**src/rtl/set_bank.sv**
```systemverilog
// set_bank: slow-mode settings bank. Holds NFLAG slow-enable flags and a TW-bit
// slow timeout written by address-encoded bus writes. Writes are qualified on
// the rising edge of a registered strobe. An unlock handshake guards them. A
// hold countdown keeps SlowActive high after each slow-qualifying access.
//
// Unlock FSM states:
//   state     | meaning
//   ----------+-------------------------------------------------------------
//   ST_LOCKED | settings writes are refused and pulse WrReject
//   ST_ARMED  | one settings write may be accepted; arm counter runs down
module set_bank #(
    parameter int              NFLAG     = 7,
    parameter int              TW        = 4,
    parameter logic [NFLAG-1:0] RST_FLAGS = {NFLAG{1'b1}},
    parameter int              LOCK_EN   = 1,
    parameter int              ARM_CYC   = 255
) (
    input  logic                CLK,
    input  logic                nPOR,
    input  logic                BACT,
    input  logic                SetCSWR,
    input  logic                UnlkCSWR,
    input  logic [TW+NFLAG:1]   A,
    input  logic                SlowEvent,
    input  logic                Tick,
    output logic [NFLAG-1:0]    SlowFlags,
    output logic [TW-1:0]       SlowTimeout,
    output logic                SlowActive,
    output logic                Armed,
    output logic                WrReject
);

    typedef enum logic {
        ST_LOCKED = 1'b0,
        ST_ARMED  = 1'b1
    } lock_state_t;

    localparam logic [15:0] ARM_LOAD = 16'(ARM_CYC);
    // Without locking the bank sits permanently armed.
    localparam lock_state_t ST_RESET = (LOCK_EN != 0) ? ST_ARMED : ST_LOCKED;
    localparam lock_state_t ST_INIT  = (LOCK_EN != 0) ? ST_LOCKED : ST_ARMED;

    logic                sw_q, sw_d, sw_dly_q, sw_dly_d;
    logic                uw_q, uw_d, uw_dly_q, uw_dly_d;
    logic [TW+NFLAG:1]   a_q, a_d;
    logic [NFLAG-1:0]    flags_q, flags_d;
    logic [TW-1:0]       tmo_q, tmo_d;
    logic [TW-1:0]       hold_q, hold_d;
    logic                act_q, act_d;
    logic                rej_q, rej_d;
    lock_state_t         state_q, state_d;
    logic [15:0]         arm_cnt_q, arm_cnt_d;

    logic                set_ev;
    logic                unl_ev;
    logic                accept;

    // Strobe registration and address capture; events are strobe rising edges.
    always_comb begin
        sw_d     = BACT && SetCSWR;
        uw_d     = BACT && UnlkCSWR;
        sw_dly_d = sw_q;
        uw_dly_d = uw_q;
        a_d      = A;
        set_ev   = sw_q && !sw_dly_q;
        unl_ev   = uw_q && !uw_dly_q;
    end

    // Unlock FSM: a settings event is judged against the pre-edge state.
    always_comb begin
        state_d   = state_q;
        arm_cnt_d = arm_cnt_q;
        accept    = 1'b0;
        rej_d     = 1'b0;
        if (LOCK_EN == 0) begin
            state_d   = ST_ARMED;
            arm_cnt_d = '0;
            accept    = set_ev;
        end else begin
            case (state_q)
                ST_LOCKED: begin
                    rej_d = set_ev;
                    if (unl_ev) begin
                        state_d   = ST_ARMED;
                        arm_cnt_d = ARM_LOAD;
                    end
                end
                ST_ARMED: begin
                    accept = set_ev;
                    if (unl_ev) begin
                        arm_cnt_d = ARM_LOAD;
                    end else if (set_ev) begin
                        state_d   = ST_LOCKED;
                        arm_cnt_d = '0;
                    end else begin
                        arm_cnt_d = arm_cnt_q - 16'd1;
                        if (arm_cnt_d == 16'd0) begin
                            state_d = ST_LOCKED;
                        end
                    end
                end
                default: begin
                    state_d   = ST_LOCKED;
                    arm_cnt_d = '0;
                end
            endcase
        end
    end

    // Settings update from the address captured with the strobe.
    always_comb begin
        flags_d = flags_q;
        tmo_d   = tmo_q;
        if (accept) begin
            flags_d = a_q[NFLAG:1];
            tmo_d   = a_q[TW+NFLAG:NFLAG+1];
        end
    end

    // Hold countdown: a load beats a tick, and the count saturates at zero.
    // A load uses the timeout held before this edge.
    always_comb begin
        hold_d = hold_q;
        if (SlowEvent) begin
            hold_d = tmo_q;
        end else if (Tick && (hold_q != '0)) begin
            hold_d = hold_q - 1'b1;
        end
        act_d = (hold_d != '0);
    end

    // State registers with synchronous active-low reset.
    always_ff @(posedge CLK) begin
        if (!nPOR) begin
            sw_q      <= 1'b0;
            sw_dly_q  <= 1'b0;
            uw_q      <= 1'b0;
            uw_dly_q  <= 1'b0;
            a_q       <= '0;
            flags_q   <= RST_FLAGS;
            tmo_q     <= '0;
            hold_q    <= '0;
            act_q     <= 1'b0;
            rej_q     <= 1'b0;
            state_q   <= ST_INIT;
            arm_cnt_q <= '0;
        end else begin
            sw_q      <= sw_d;
            sw_dly_q  <= sw_dly_d;
            uw_q      <= uw_d;
            uw_dly_q  <= uw_dly_d;
            a_q       <= a_d;
            flags_q   <= flags_d;
            tmo_q     <= tmo_d;
            hold_q    <= hold_d;
            act_q     <= act_d;
            rej_q     <= rej_d;
            state_q   <= state_d;
            arm_cnt_q <= arm_cnt_d;
        end
    end

    assign SlowFlags   = flags_q;
    assign SlowTimeout = tmo_q;
    assign SlowActive  = act_q;
    assign WrReject    = rej_q;
    assign Armed       = (state_q == ST_RESET) ? (LOCK_EN != 0) : (LOCK_EN == 0);

endmodule

```
**config.mk**
```make
export PLATFORM = sky130hd
export DESIGN_NAME = set_bank
export DESIGN_NICKNAME = d
export VERILOG_FILES = /design/src/rtl/set_bank.sv
export SDC_FILE = /design/constraint.sdc
export NUM_CORES = 1
export LEC_CHECK = 0
export CAP_MARGIN = 15
export CORE_UTILIZATION = 40
export CTS_BUF_LIST = sky130_fd_sc_hd__clkbuf_4 sky130_fd_sc_hd__clkbuf_8
export CTS_CLUSTER_DIAMETER = 120
export DETAILED_ROUTE_END_ITERATION = 7
export SLEW_MARGIN = 5
export SYNTH_ARGS = -nofsm -noshare
export SYNTH_HDL_FRONTEND = slang
export SYNTH_SLANG_ARGS = --single-unit
```
**constraint.sdc**
```tcl
create_clock -name CLK -period 3.4 [get_ports CLK]
set_input_delay 0.51 -clock CLK [delete_from_list [all_inputs] [get_ports CLK]]
set_output_delay 0.51 -clock CLK [all_outputs]
set_load 0.03 [all_outputs]
```
==> run_summary.xml, run 1 <==
<?xml version="1.0" encoding="UTF-8"?>
<metrics>
  <group name="outcome">
    <metric name="status" unit="">complete, no violations</metric>
  </group>
  <group name="placed_design">
    <metric name="portBuffers" unit="">31</metric>
    <metric name="routabilityCongestion" unit="">0.774</metric>
    <metric name="place.detailed.hpwl" unit="mm">3.10</metric>
    <metric name="pre_cts_ws" unit="ns">1.23</metric>
    <metric name="detailed_place.area" unit="mm^2">0.00254</metric>
  </group>
  <group name="timing">
    <metric name="post-route-min-period" unit="ns">2.19</metric>
    <metric name="finalCritPeriodShare" unit="%">64.4</metric>
    <metric name="final-hold-violation-count" unit="">0</metric>
    <metric name="post_route_setup_tns" unit="ns">0</metric>
    <metric name="finalClockSkew" unit="ns">0.00653</metric>
    <metric name="slew_headroom" unit="%">46.6</metric>
    <metric name="post-route-worst-setup-slack" unit="ns">1.21</metric>
    <metric name="setup-violations-final" unit="">0</metric>
    <metric name="rsz0062_at_grt" unit="">false</metric>
    <metric name="timing.fmax" unit="MHz">457</metric>
    <metric name="timing.final.max_slew_violations" unit="">0</metric>
    <metric name="worst-slew-pin-transition" unit="ns">0.795</metric>
  </group>
  <group name="global_routing">
    <metric name="largest_net_degree_at_the_start_of_global_routing" unit="">31</metric>
    <metric name="antenna_found_initial" unit="">0</metric>
    <metric name="groute.usage.overall" unit="%">17.2</metric>
    <metric name="vias_in_the_first_global_route" unit="">1738</metric>
    <metric name="global_route_wire_length_before_repair" unit="mm">8.14</metric>
    <metric name="grt.overflow.total" unit="">0</metric>
  </group>
  <group name="pwr">
    <metric name="net-switching-power" unit="uW">328</metric>
    <metric name="total_power" unit="mW">1.25</metric>
    <metric name="power.switching_fraction" unit="%">26.2</metric>
    <metric name="ir_worst_vdd" unit="uV">267</metric>
    <metric name="power.share.combinational" unit="%">16.8</metric>
    <metric name="sequentialPowerShare" unit="%">49.8</metric>
    <metric name="cell_area_power_density" unit="mW/mm^2">471</metric>
    <metric name="p_leak" unit="nW">1.03</metric>
    <metric name="pwr-share-clk" unit="%">33.4</metric>
    <metric name="power.internal" unit="uW">923</metric>
  </group>
  <group name="worst_setup_path">
    <metric name="critical_path_required" unit="ns">3.58</metric>
    <metric name="path_cells" unit="">inv_1 -&gt; ha_1 -&gt; or3b_1 -&gt; nor4b_1 -&gt; o21bai_1 -&gt; a221oi_1 -&gt; a31oi_1</metric>
    <metric name="source_of_the_critical_timing_path" unit="">arm_cnt_q[0]</metric>
    <metric name="r2r-start" unit="">arm_cnt_q[0]</metric>
    <metric name="cell_class_contributing_the_biggest_share_of_worst_path_delay" unit="">simple AND/OR/NAND/NOR gates</metric>
    <metric name="worst-path-buf-inv" unit="">1</metric>
    <metric name="critical_path_cell_count" unit="">7</metric>
    <metric name="crit_end" unit="">state_q</metric>
    <metric name="cp_max_fo" unit="">8</metric>
    <metric name="regToRegEndpoint" unit="">state_q</metric>
    <metric name="timing.critical_path.slowest_cell_delay" unit="ns">0.54</metric>
    <metric name="end_kind" unit="">register</metric>
    <metric name="crit_path_start_kind" unit="">register</metric>
    <metric name="crit_arrival" unit="ns">2.37</metric>
    <metric name="number_of_cell_instances_on_the_worst_register_to_register_path" unit="">7</metric>
    <metric name="worst_path_max_delay_cell" unit="">sky130_fd_sc_hd__or3b_1</metric>
    <metric name="critical_path_class" unit="">register to register</metric>
    <metric name="setup.reg_to_reg.worst_slack" unit="ns">1.21</metric>
  </group>
  <group name="clocking">
    <metric name="cts_setup_buffers" unit="">0</metric>
    <metric name="clock_sinks" unit="">49</metric>
    <metric name="post_cts.resized_instances" unit="">0</metric>
    <metric name="cts_htree_levels" unit="">2</metric>
    <metric name="worstSkewPairLatency" unit="ns">0.30</metric>
    <metric name="cts-root-to-sink-buffers" unit="">2</metric>
    <metric name="tritoncts_clock_tree" unit="">yes</metric>
    <metric name="cts_root_buf" unit="">sky130_fd_sc_hd__clkbuf_8</metric>
    <metric name="cts_buffers" unit="">5</metric>
    <metric name="clk_pin_slew_worst_paths" unit="ns">0.09</metric>
    <metric name="holdBufCountCts" unit="">0</metric>
  </group>
  <group name="routing">
    <metric name="detailedRoute.firstIterationViolations" unit="">86</metric>
    <metric name="remaining_design_rule_violation_count" unit="">0</metric>
    <metric name="ant_nets" unit="">0</metric>
    <metric name="vias_per_cell" unit="">5.20</metric>
    <metric name="routed_wl" unit="mm">4.54</metric>
    <metric name="first_pass_iters" unit="">4</metric>
    <metric name="routedWlPerCell" unit="um">13.0</metric>
    <metric name="detailroute.via_count" unit="">1821</metric>
  </group>
  <group name="die">
    <metric name="core_box_area" unit="mm^2">0.00520</metric>
    <metric name="initial_core_util" unit="%">42.4</metric>
    <metric name="ios" unit="">32</metric>
    <metric name="num_rows" unit="">26</metric>
    <metric name="die_w" unit="um">76.3</metric>
    <metric name="die_span_in_y" unit="um">76.3</metric>
    <metric name="floorplan.die_area" unit="mm^2">0.00582</metric>
  </group>
  <group name="yosys">
    <metric name="synthFlopType" unit="">sky130_fd_sc_hd__dfxtp_1</metric>
    <metric name="synth_cells" unit="">256</metric>
    <metric name="synth-edff-count" unit="">0</metric>
    <metric name="synth_net_count" unit="">277</metric>
    <metric name="synth-seq-area-share" unit="%">44.4</metric>
    <metric name="synth-async-reset-ratio" unit="%">0</metric>
    <metric name="count_of_warnings_emitted_by_yosys" unit="">0</metric>
    <metric name="synthesis.area_per_instance" unit="um^2">8.63</metric>
    <metric name="ys_ff_latch" unit="">49</metric>
    <metric name="post_syn_area" unit="mm^2">0.00221</metric>
    <metric name="yosysUniqueCellTypes" unit="">45</metric>
  </group>
  <group name="layout">
    <metric name="most_common_cell_after_layout_fill_and_taps_aside" unit="">sky130_fd_sc_hd__dfxtp_1</metric>
    <metric name="fillers" unit="">512</metric>
    <metric name="fin_area" unit="mm^2">0.00265</metric>
    <metric name="drive_gt1_share" unit="%">5.36</metric>
    <metric name="final_net_count" unit="">300</metric>
    <metric name="layout.area.seq" unit="um^2">981</metric>
    <metric name="multiInputGateArea" unit="mm^2">0.00111</metric>
    <metric name="mostFrequentLayoutCells" unit="">sky130_fd_sc_hd__dfxtp_1, sky130_fd_sc_hd__clkdlybuf4s50_1, sky130_fd_sc_hd__nand2_1</metric>
    <metric name="antenna-diode-count" unit="">0</metric>
    <metric name="layout-area-overhead-vs-synth" unit="%">20.2</metric>
  </group>
  <group name="min_path">
    <metric name="hold_class" unit="">register to register</metric>
  </group>
  <group name="flow_run">
    <metric name="maxcap_violations" unit="">0</metric>
  </group>
</metrics>
==> stage by stage <==
| step | util [%] | cells | hold slack, ns |
|---|---|---|---|
| after floorplan | - | 256 | 0.417 |
| after global placement | 48.8 | 342 | 0.420 |
| after detailed placement | 48.8 | 342 | 0.426 |
| after CTS | 51.0 | 350 | 0.442 |
| after global routing | 51.0 | 350 | 0.454 |
| final | 51.0 | 350 | 0.439 |
==> worst min path at each step <==
stage,end,startpoint,slack [ns],cells after the start
after floorplan,SlowFlags[0],a_q[1],0.42,2
after global placement,SlowFlags[0],a_q[1],0.42,2
after detailed placement,SlowFlags[6],a_q[7],0.43,2
after CTS,SlowTimeout[0],a_q[8],0.44,2
after global routing,SlowTimeout[1],a_q[9],0.45,2
final,SlowTimeout[2],a_q[10],0.44,2
==> cells in the mapped netlist, types with 2 or more instances <==
cell                       count  area [um^2]
sky130_fd_sc_hd__nand3_1      11         55.1
sky130_fd_sc_hd__o311a_1       2         20.0
sky130_fd_sc_hd__nand2_1      26         97.6
sky130_fd_sc_hd__o221ai_1      2         17.5
sky130_fd_sc_hd__or2_2         2         12.5
sky130_fd_sc_hd__dfxtp_1      49          981
sky130_fd_sc_hd__nand2b_1      6         37.5
sky130_fd_sc_hd__o31ai_1       2         15.0
sky130_fd_sc_hd__o21ai_0      14         70.1
sky130_fd_sc_hd__or3_1         2         12.5
sky130_fd_sc_hd__a31oi_1       6         37.5
sky130_fd_sc_hd__nor3b_1       3         22.5
sky130_fd_sc_hd__a21boi_0     12         90.1
sky130_fd_sc_hd__ha_1          3         37.5
sky130_fd_sc_hd__a22oi_1       3         22.5
sky130_fd_sc_hd__o211a_1       4         40.0
sky130_fd_sc_hd__nor4_1        6         37.5
sky130_fd_sc_hd__clkbuf_1     14         52.6
sky130_fd_sc_hd__a21oi_1      10         50.1
sky130_fd_sc_hd__xnor2_1       2         17.5
sky130_fd_sc_hd__or4_1         2         15.0
sky130_fd_sc_hd__o22ai_1       2         12.5
sky130_fd_sc_hd__and2_1       15         93.8
sky130_fd_sc_hd__buf_6         2         22.5
sky130_fd_sc_hd__nand3b_1      2         15.0
sky130_fd_sc_hd__nor3_1       10         50.1
sky130_fd_sc_hd__nor2b_1       4         25.0
sky130_fd_sc_hd__inv_1        10         37.5
sky130_fd_sc_hd__and3_1        2         12.5
sky130_fd_sc_hd__nor2_1       13         48.8
==> layout make-up <==
class	instances	share of cell area [%]
multi-input cells	180	41.7
flip-flops and latches	49	37.0
repair buffers	33	12.3
well taps	70	3.30
clock buffers	6	2.88
clock inverters	2	1.46
inverters	10	1.41
==> power groups by stage <==
stage / Sequential, mW / Combinational, mW / Clock, mW
floorplan: 0.635 / 0.156 / 0
global placement: 0.635 / 0.210 / 0
detailed placement: 0.635 / 0.209 / 0
CTS: 0.622 / 0.211 / 0.435
global route: 0.627 / 0.238 / 0.456
finish: 0.622 / 0.210 / 0.418
==> worst register-to-register path: cells and delay by family, from the launching register on <==
kind / cells / cell delay [ns]
simple gates: 2 / 0.86
compound gates: 3 / 0.47
flops: 1 / 0.38
fa+ha+maj: 1 / 0.28
buf+inv: 1 / 0.08
==> logic make-up after synthesis <==
logic type      after synthesis  synth area share, %
simple gates                112                 28.3
compound gates               61                 18.5
fa+ha+maj                     3                 1.70
buf+inv                      27                 5.44
mux                           1                0.453
flops                        49                 44.4
xor+xnor                      3                 1.19
==> state kept, by name (all words and copies together), names as in the netlist <==
register,flops
sw_dly_d,1
arm_cnt_q,16
SlowFlags,7
a_q,11
uw_dly_d,1
sw_dly_q,1
WrReject,1
SlowTimeout,4
SlowActive,1
uw_dly_q,1
state_q,1
hold_q,4
==> metal layers <==
metal  vias up  track usage [%]  wire length (um)  part of all wire [%]
met5         -                0                 0                     0
met3         2             3.95               164                   3.6
met1       825             23.3              2310                    51
met4         0             6.15                27                  0.60
li1        958                -                 -                     -
met2        36             26.8              2040                    45
(Power assumes the default switching activity.)
==> inputs of run 2 (changes only) <==
- clock period: 3.4 -> 2.2 ns (I/O delays scaled with it)
==> run 2 against run 1 <==
  * Die area is the same
  * Combinational power is 63% higher
  * Final area up 0.75%
  * Utilization up 0.38 points
  * Register-to-register slack lost 1.0 ns
  * Total power increased by 47%
  * Largest cell class unchanged
==> run_summary.xml, run 2 (same netlist as run 1, synthesis figures left out) <==
<?xml version="1.0" encoding="UTF-8"?>
<metrics>
  <group name="placed_design">
    <metric name="detailed_place.area" unit="mm^2">0.00258</metric>
    <metric name="place_inst" unit="">348</metric>
    <metric name="place.detailed.hpwl" unit="mm">3.13</metric>
    <metric name="portBuffers" unit="">31</metric>
    <metric name="routabilityCongestion" unit="">0.788</metric>
  </group>
  <group name="worst_setup_path">
    <metric name="crit_arrival" unit="ns">2.22</metric>
    <metric name="critical_path_class" unit="">register to register</metric>
    <metric name="cp_max_fo" unit="">6</metric>
    <metric name="critical_path_required" unit="ns">2.42</metric>
    <metric name="crit_path_start_kind" unit="">register</metric>
    <metric name="end_kind" unit="">register</metric>
  </group>
  <group name="clocking">
    <metric name="cts-root-to-sink-buffers" unit="">2</metric>
    <metric name="tritoncts_clock_tree" unit="">yes</metric>
    <metric name="holdBufCountCts" unit="">0</metric>
    <metric name="post_cts.resized_instances" unit="">0</metric>
    <metric name="clk_pin_slew_worst_paths" unit="ns">0.09</metric>
    <metric name="cts_htree_levels" unit="">2</metric>
    <metric name="cts_root_buf" unit="">sky130_fd_sc_hd__clkbuf_8</metric>
    <metric name="worstSkewPairLatency" unit="ns">0.29</metric>
    <metric name="clock_sinks" unit="">49</metric>
    <metric name="cts_buffers" unit="">5</metric>
    <metric name="cts_setup_buffers" unit="">0</metric>
  </group>
  <group name="layout">
    <metric name="layout-area-overhead-vs-synth" unit="%">21.1</metric>
    <metric name="largest_register_ff_count" unit="">16</metric>
    <metric name="drive_gt1_share" unit="%">7.34</metric>
    <metric name="most_common_cell_after_layout_fill_and_taps_aside" unit="">sky130_fd_sc_hd__dfxtp_1</metric>
    <metric name="final_net_count" unit="">306</metric>
    <metric name="fin_area" unit="mm^2">0.00267</metric>
    <metric name="antenna-diode-count" unit="">0</metric>
    <metric name="mostFrequentLayoutCells" unit="">sky130_fd_sc_hd__dfxtp_1, sky130_fd_sc_hd__clkdlybuf4s50_1, sky130_fd_sc_hd__nand2_1</metric>
    <metric name="layout.cells.non_filler" unit="">356</metric>
    <metric name="regMostFlops" unit="">arm_cnt_q</metric>
    <metric name="postLayoutCoreUtil" unit="%">51.4</metric>
  </group>
  <group name="global_routing">
    <metric name="antenna_found_initial" unit="">0</metric>
    <metric name="grt.met1_usage" unit="%">22.8</metric>
    <metric name="gr-usage-met2" unit="%">26.7</metric>
    <metric name="grt.overflow.total" unit="">0</metric>
    <metric name="vias_in_the_first_global_route" unit="">1783</metric>
    <metric name="top_usage_layer" unit="">met2</metric>
    <metric name="global_route_wire_length_before_repair" unit="mm">8.05</metric>
    <metric name="met3_usage" unit="%">2.87</metric>
    <metric name="largest_net_degree_at_the_start_of_global_routing" unit="">42</metric>
    <metric name="groute.usage.overall" unit="%">16.7</metric>
  </group>
  <group name="routing">
    <metric name="routed_wl" unit="mm">4.47</metric>
    <metric name="ant_nets" unit="">0</metric>
    <metric name="first_pass_iters" unit="">4</metric>
    <metric name="vias_per_cell" unit="">5.18</metric>
    <metric name="detailedRoute.firstIterationViolations" unit="">119</metric>
    <metric name="remaining_design_rule_violation_count" unit="">0</metric>
    <metric name="routedWlPerCell" unit="um">12.6</metric>
    <metric name="detailroute.via_count" unit="">1844</metric>
  </group>
  <group name="timing">
    <metric name="finalCritPeriodShare" unit="%">90.6</metric>
    <metric name="slew_headroom" unit="%">64.6</metric>
    <metric name="timing.final.max_slew_violations" unit="">0</metric>
    <metric name="setup-violations-final" unit="">0</metric>
    <metric name="worst-slew-pin-transition" unit="ns">0.529</metric>
    <metric name="timing.fmax" unit="MHz">502</metric>
    <metric name="finalClockSkew" unit="ns">0.00809</metric>
    <metric name="post-route-min-period" unit="ns">1.99</metric>
    <metric name="rsz0062_at_grt" unit="">false</metric>
    <metric name="post_route_setup_tns" unit="ns">0</metric>
    <metric name="finalHoldWorstSlack" unit="ns">0.441</metric>
    <metric name="final-hold-violation-count" unit="">0</metric>
  </group>
  <group name="die">
    <metric name="floorplan.die_area" unit="mm^2">0.00582</metric>
    <metric name="die_w" unit="um">76.3</metric>
    <metric name="core_box_area" unit="mm^2">0.00520</metric>
    <metric name="die_span_in_y" unit="um">76.3</metric>
    <metric name="num_rows" unit="">26</metric>
    <metric name="initial_core_util" unit="%">42.4</metric>
    <metric name="ios" unit="">32</metric>
  </group>
  <group name="pwr">
    <metric name="ir_worst_vdd" unit="uV">517</metric>
    <metric name="p_leak" unit="nW">1.05</metric>
    <metric name="cell_area_power_density" unit="mW/mm^2">685</metric>
  </group>
  <group name="min_path">
    <metric name="hold_class" unit="">register to register</metric>
  </group>
  <group name="outcome">
    <metric name="status" unit="">complete, no violations</metric>
  </group>
  <group name="flow_run">
    <metric name="maxcap_violations" unit="">0</metric>
  </group>
</metrics>
## run 2: cell count changes in the layout (fill, tap and decap cells not counted)
cell / before / now
sky130_fd_sc_hd__buf_4: 2 / 8
sky130_fd_sc_hd__bufinv_16: 1 / 0
sky130_fd_sc_hd__clkinv_2: 0 / 1
sky130_fd_sc_hd__clkinv_4: 1 / 0
sky130_fd_sc_hd__inv_6: 0 / 1
## run 2: worst paths after layout
path / from / endpoint / slack, ns / cells past startpoint
hold / removal: a_q[9] / SlowTimeout[1] / 0.44 / 2
setup reg to reg: arm_cnt_q[1] / arm_cnt_q[14] / 0.21 / 7
hold reg to reg: a_q[9] / SlowTimeout[1] / 0.44 / 2
setup / recovery: arm_cnt_q[1] / arm_cnt_q[14] / 0.21 / 7
## run 2: power breakdown
part           internal, mW  total, mW  leakage (nW)  switching [mW]
Combinational         0.159      0.343         0.601           0.183
Clock                 0.239      0.527        0.0490           0.288
Sequential            0.927      0.963         0.402          0.0362
Total                  1.33       1.83          1.05           0.507
## run 2: through the flow
stage	setup slack [ns]	power, mW
6_report	0.207	1.83
5_1_grt	0.0461	1.94
4_1_cts	0.209	1.86
3_5_place_dp	0.216	1.32
3_3_place_gp	0.237	1.32
2_1_floorplan	0.254	1.22
## run 2: area by class of cell
cell class	instances	area, um^2
clock inverters	2	13.8
fillers	539	2530
repair buffers	39	370
flip-flops and latches	49	981
inverters	10	37.5
clock buffers	6	76.3
multi-input cells	180	1110
well taps	70	87.6
## run 2: routing by layer
metal / part of all wire [%] / wire length, um
met4: 0.60 / 27
met5: 0 / 0
met2: 45 / 2000
met3: 2.5 / 112
met1: 52 / 2340
## run 2: worst max-delay path, stage by stage, from the launching register on
cell and delay [ns]:
sky130_fd_sc_hd__dfxtp_1 0.35, sky130_fd_sc_hd__inv_1 0.12, sky130_fd_sc_hd__ha_1 0.16, sky130_fd_sc_hd__or3b_1 0.48, sky130_fd_sc_hd__nor2_8 0.19, sky130_fd_sc_hd__nand4b_2 0.12
sky130_fd_sc_hd__or3_1 0.36, sky130_fd_sc_hd__a31oi_1 0.15
==> inputs of run 3 (changes only) <==
==> constraint.sdc (replaced) <==
create_clock -name CLK -period 2.2 [get_ports CLK]
set_input_delay 0.44 -clock CLK [delete_from_list [all_inputs] [get_ports CLK]]
set_output_delay 0.44 -clock CLK [all_outputs]
set_load 0.03 [all_outputs]
==> run 3 against run 2 <==
  * Clock-buffer cell count is the same
  * Clock skew shrank 0.0025 ns
  * Final area grew 0.28%
  * Die area is the same
  * Sequential cell count is the same
  * Largest power group unchanged
  * Sequential share of layout area shrank 0.10 points
==> run_summary.xml, run 3 (same netlist as run 1, synthesis figures left out) <==
<?xml version="1.0" encoding="UTF-8"?>
<metrics>
  <group name="timing">
    <metric name="timing.fmax" unit="MHz">501</metric>
    <metric name="finalCritPeriodShare" unit="%">90.7</metric>
    <metric name="post-route-min-period" unit="ns">2.00</metric>
    <metric name="slew_headroom" unit="%">65.4</metric>
    <metric name="final-hold-violation-count" unit="">0</metric>
    <metric name="setup-violations-final" unit="">0</metric>
    <metric name="worst-slew-pin-transition" unit="ns">0.515</metric>
    <metric name="finalClockSkew" unit="ns">0.00557</metric>
    <metric name="rsz0062_at_grt" unit="">false</metric>
    <metric name="post_route_setup_tns" unit="ns">0</metric>
    <metric name="timing.final.max_slew_violations" unit="">0</metric>
    <metric name="post-route-worst-setup-slack" unit="ns">0.204</metric>
  </group>
  <group name="clocking">
    <metric name="cts_buffers" unit="">5</metric>
    <metric name="post_cts.resized_instances" unit="">0</metric>
    <metric name="worstSkewPairLatency" unit="ns">0.31</metric>
    <metric name="cts-root-to-sink-buffers" unit="">2</metric>
    <metric name="cts_setup_buffers" unit="">0</metric>
    <metric name="cts_htree_levels" unit="">2</metric>
    <metric name="cts_root_buf" unit="">sky130_fd_sc_hd__clkbuf_8</metric>
    <metric name="clk_pin_slew_worst_paths" unit="ns">0.09</metric>
    <metric name="holdBufCountCts" unit="">0</metric>
    <metric name="tritoncts_clock_tree" unit="">yes</metric>
    <metric name="clock_sinks" unit="">49</metric>
  </group>
  <group name="placed_design">
    <metric name="place.detailed.hpwl" unit="mm">3.25</metric>
    <metric name="routabilityCongestion" unit="">0.835</metric>
    <metric name="pre_cts_ws" unit="ns">0.106</metric>
    <metric name="detailed_place.area" unit="mm^2">0.00259</metric>
    <metric name="portBuffers" unit="">31</metric>
  </group>
  <group name="pwr">
    <metric name="cell_area_power_density" unit="mW/mm^2">691</metric>
    <metric name="pwr-share-clk" unit="%">29.6</metric>
    <metric name="total_power" unit="mW">1.85</metric>
    <metric name="power.share.combinational" unit="%">18.6</metric>
    <metric name="power.internal" unit="mW">1.32</metric>
    <metric name="ir_worst_vdd" unit="uV">335</metric>
    <metric name="net-switching-power" unit="uW">527</metric>
    <metric name="sequentialPowerShare" unit="%">51.8</metric>
    <metric name="p_leak" unit="nW">1.06</metric>
    <metric name="power.switching_fraction" unit="%">28.5</metric>
  </group>
  <group name="worst_setup_path">
    <metric name="cp_max_fo" unit="">6</metric>
    <metric name="crit_arrival" unit="ns">2.24</metric>
    <metric name="worst-path-buf-inv" unit="">1</metric>
    <metric name="path_cells" unit="">inv_1 -&gt; ha_1 -&gt; or3b_1 -&gt; nor2_8 -&gt; nand4b_2 -&gt; or3_1 -&gt; a31oi_1</metric>
    <metric name="critical_path_required" unit="ns">2.45</metric>
    <metric name="crit_path_start_kind" unit="">register</metric>
    <metric name="worst_path_max_delay_cell" unit="">sky130_fd_sc_hd__or3b_1</metric>
    <metric name="timing.critical_path.slowest_cell_delay" unit="ns">0.51</metric>
    <metric name="critical_path_class" unit="">register to register</metric>
    <metric name="end_kind" unit="">register</metric>
    <metric name="cell_class_contributing_the_biggest_share_of_worst_path_delay" unit="">simple AND/OR/NAND/NOR gates</metric>
  </group>
  <group name="layout">
    <metric name="fillers" unit="">513</metric>
    <metric name="fin_area" unit="mm^2">0.00268</metric>
    <metric name="regMostFlops" unit="">arm_cnt_q</metric>
    <metric name="mostFrequentLayoutCells" unit="">sky130_fd_sc_hd__dfxtp_1, sky130_fd_sc_hd__clkdlybuf4s50_1, sky130_fd_sc_hd__nand2_1</metric>
    <metric name="layout-area-overhead-vs-synth" unit="%">21.4</metric>
    <metric name="largest_register_ff_count" unit="">16</metric>
    <metric name="final_net_count" unit="">307</metric>
    <metric name="drive_gt1_share" unit="%">7.67</metric>
    <metric name="most_common_cell_after_layout_fill_and_taps_aside" unit="">sky130_fd_sc_hd__dfxtp_1</metric>
    <metric name="antenna-diode-count" unit="">0</metric>
  </group>
  <group name="global_routing">
    <metric name="grt.overflow.total" unit="">0</metric>
    <metric name="global_route_wire_length_before_repair" unit="mm">8.14</metric>
    <metric name="largest_net_degree_at_the_start_of_global_routing" unit="">30</metric>
    <metric name="vias_in_the_first_global_route" unit="">1702</metric>
    <metric name="groute.usage.overall" unit="%">17.4</metric>
    <metric name="antenna_found_initial" unit="">0</metric>
  </group>
  <group name="routing">
    <metric name="ant_nets" unit="">0</metric>
    <metric name="remaining_design_rule_violation_count" unit="">0</metric>
    <metric name="detailedRoute.firstIterationViolations" unit="">108</metric>
    <metric name="first_pass_iters" unit="">4</metric>
    <metric name="detailroute.via_count" unit="">1850</metric>
    <metric name="vias_per_cell" unit="">5.18</metric>
    <metric name="routed_wl" unit="mm">4.60</metric>
    <metric name="routedWlPerCell" unit="um">12.9</metric>
  </group>
  <group name="flow_run">
    <metric name="maxcap_violations" unit="">0</metric>
  </group>
  <group name="die">
    <metric name="die_w" unit="um">76.3</metric>
    <metric name="ios" unit="">32</metric>
    <metric name="initial_core_util" unit="%">42.4</metric>
    <metric name="die_span_in_y" unit="um">76.3</metric>
    <metric name="core_box_area" unit="mm^2">0.00520</metric>
    <metric name="floorplan.die_area" unit="mm^2">0.00582</metric>
    <metric name="num_rows" unit="">26</metric>
  </group>
  <group name="min_path">
    <metric name="hold_class" unit="">register to register</metric>
  </group>
  <group name="outcome">
    <metric name="status" unit="">complete, no violations</metric>
  </group>
</metrics>
run 3: changes by cell type in the layout (fill, tap and decap cells not counted), sizes merged:
cell / change
buf: +1
run 3: final timing paths:
check,start,to,slack [ns],cells past startpoint
setup / recovery,arm_cnt_q[1],arm_cnt_q[14],0.20,7
hold / removal,a_q[2],SlowFlags[1],0.44,2
setup reg to reg,arm_cnt_q[1],arm_cnt_q[14],0.20,7
hold reg to reg,a_q[2],SlowFlags[1],0.44,2
run 3: metrics by stage:
stage / std cells / utilization (%) / hold WS, ns
floorplan: 256 / - / 0.417
global placement: 349 / 49.8 / 0.418
detailed placement: 349 / 49.8 / 0.424
CTS: 357 / 51.5 / 0.442
global route: 357 / 51.5 / 0.456
finish: 357 / 51.5 / 0.442
run 3: metal layers:
layer,GRT usage (%),share of wire (%),up-vias
met3,4.43,4.5,12
met1,23.3,48,834
met2,26.6,45,38
met4,7.12,2.1,0
li1,-,-,966
met5,0,0,-
run 3: power by group through the flow:
stage	registers [mW]	logic, mW	clock network [mW]
after global routing	0.967	0.384	0.599
after floorplan	0.982	0.241	0
final	0.960	0.344	0.548
after detailed placement	0.980	0.345	0
after CTS	0.959	0.346	0.568
after global placement	0.979	0.342	0
run 3: layout make-up:
type | instances | area (um^2) | share of cell area (%)
Multi-Input combinational cell | 180 | 1110 | 41.3
Tap cell | 70 | 87.6 | 3.27
Inverter | 10 | 37.5 | 1.40
Clock buffer | 6 | 76.3 | 2.85
Timing Repair Buffer | 40 | 378 | 14.1
Sequential cell | 49 | 981 | 36.6
Clock inverter | 2 | 13.8 | 0.513
run 3: worst register-to-register path, stage by stage, from the launching register on:
cell                       delay, ns
sky130_fd_sc_hd__dfxtp_1        0.35
sky130_fd_sc_hd__inv_1          0.10
sky130_fd_sc_hd__ha_1           0.16
sky130_fd_sc_hd__or3b_1         0.51
sky130_fd_sc_hd__nor2_8         0.20
sky130_fd_sc_hd__nand4b_2       0.12
sky130_fd_sc_hd__or3_1          0.35
sky130_fd_sc_hd__a31oi_1        0.15
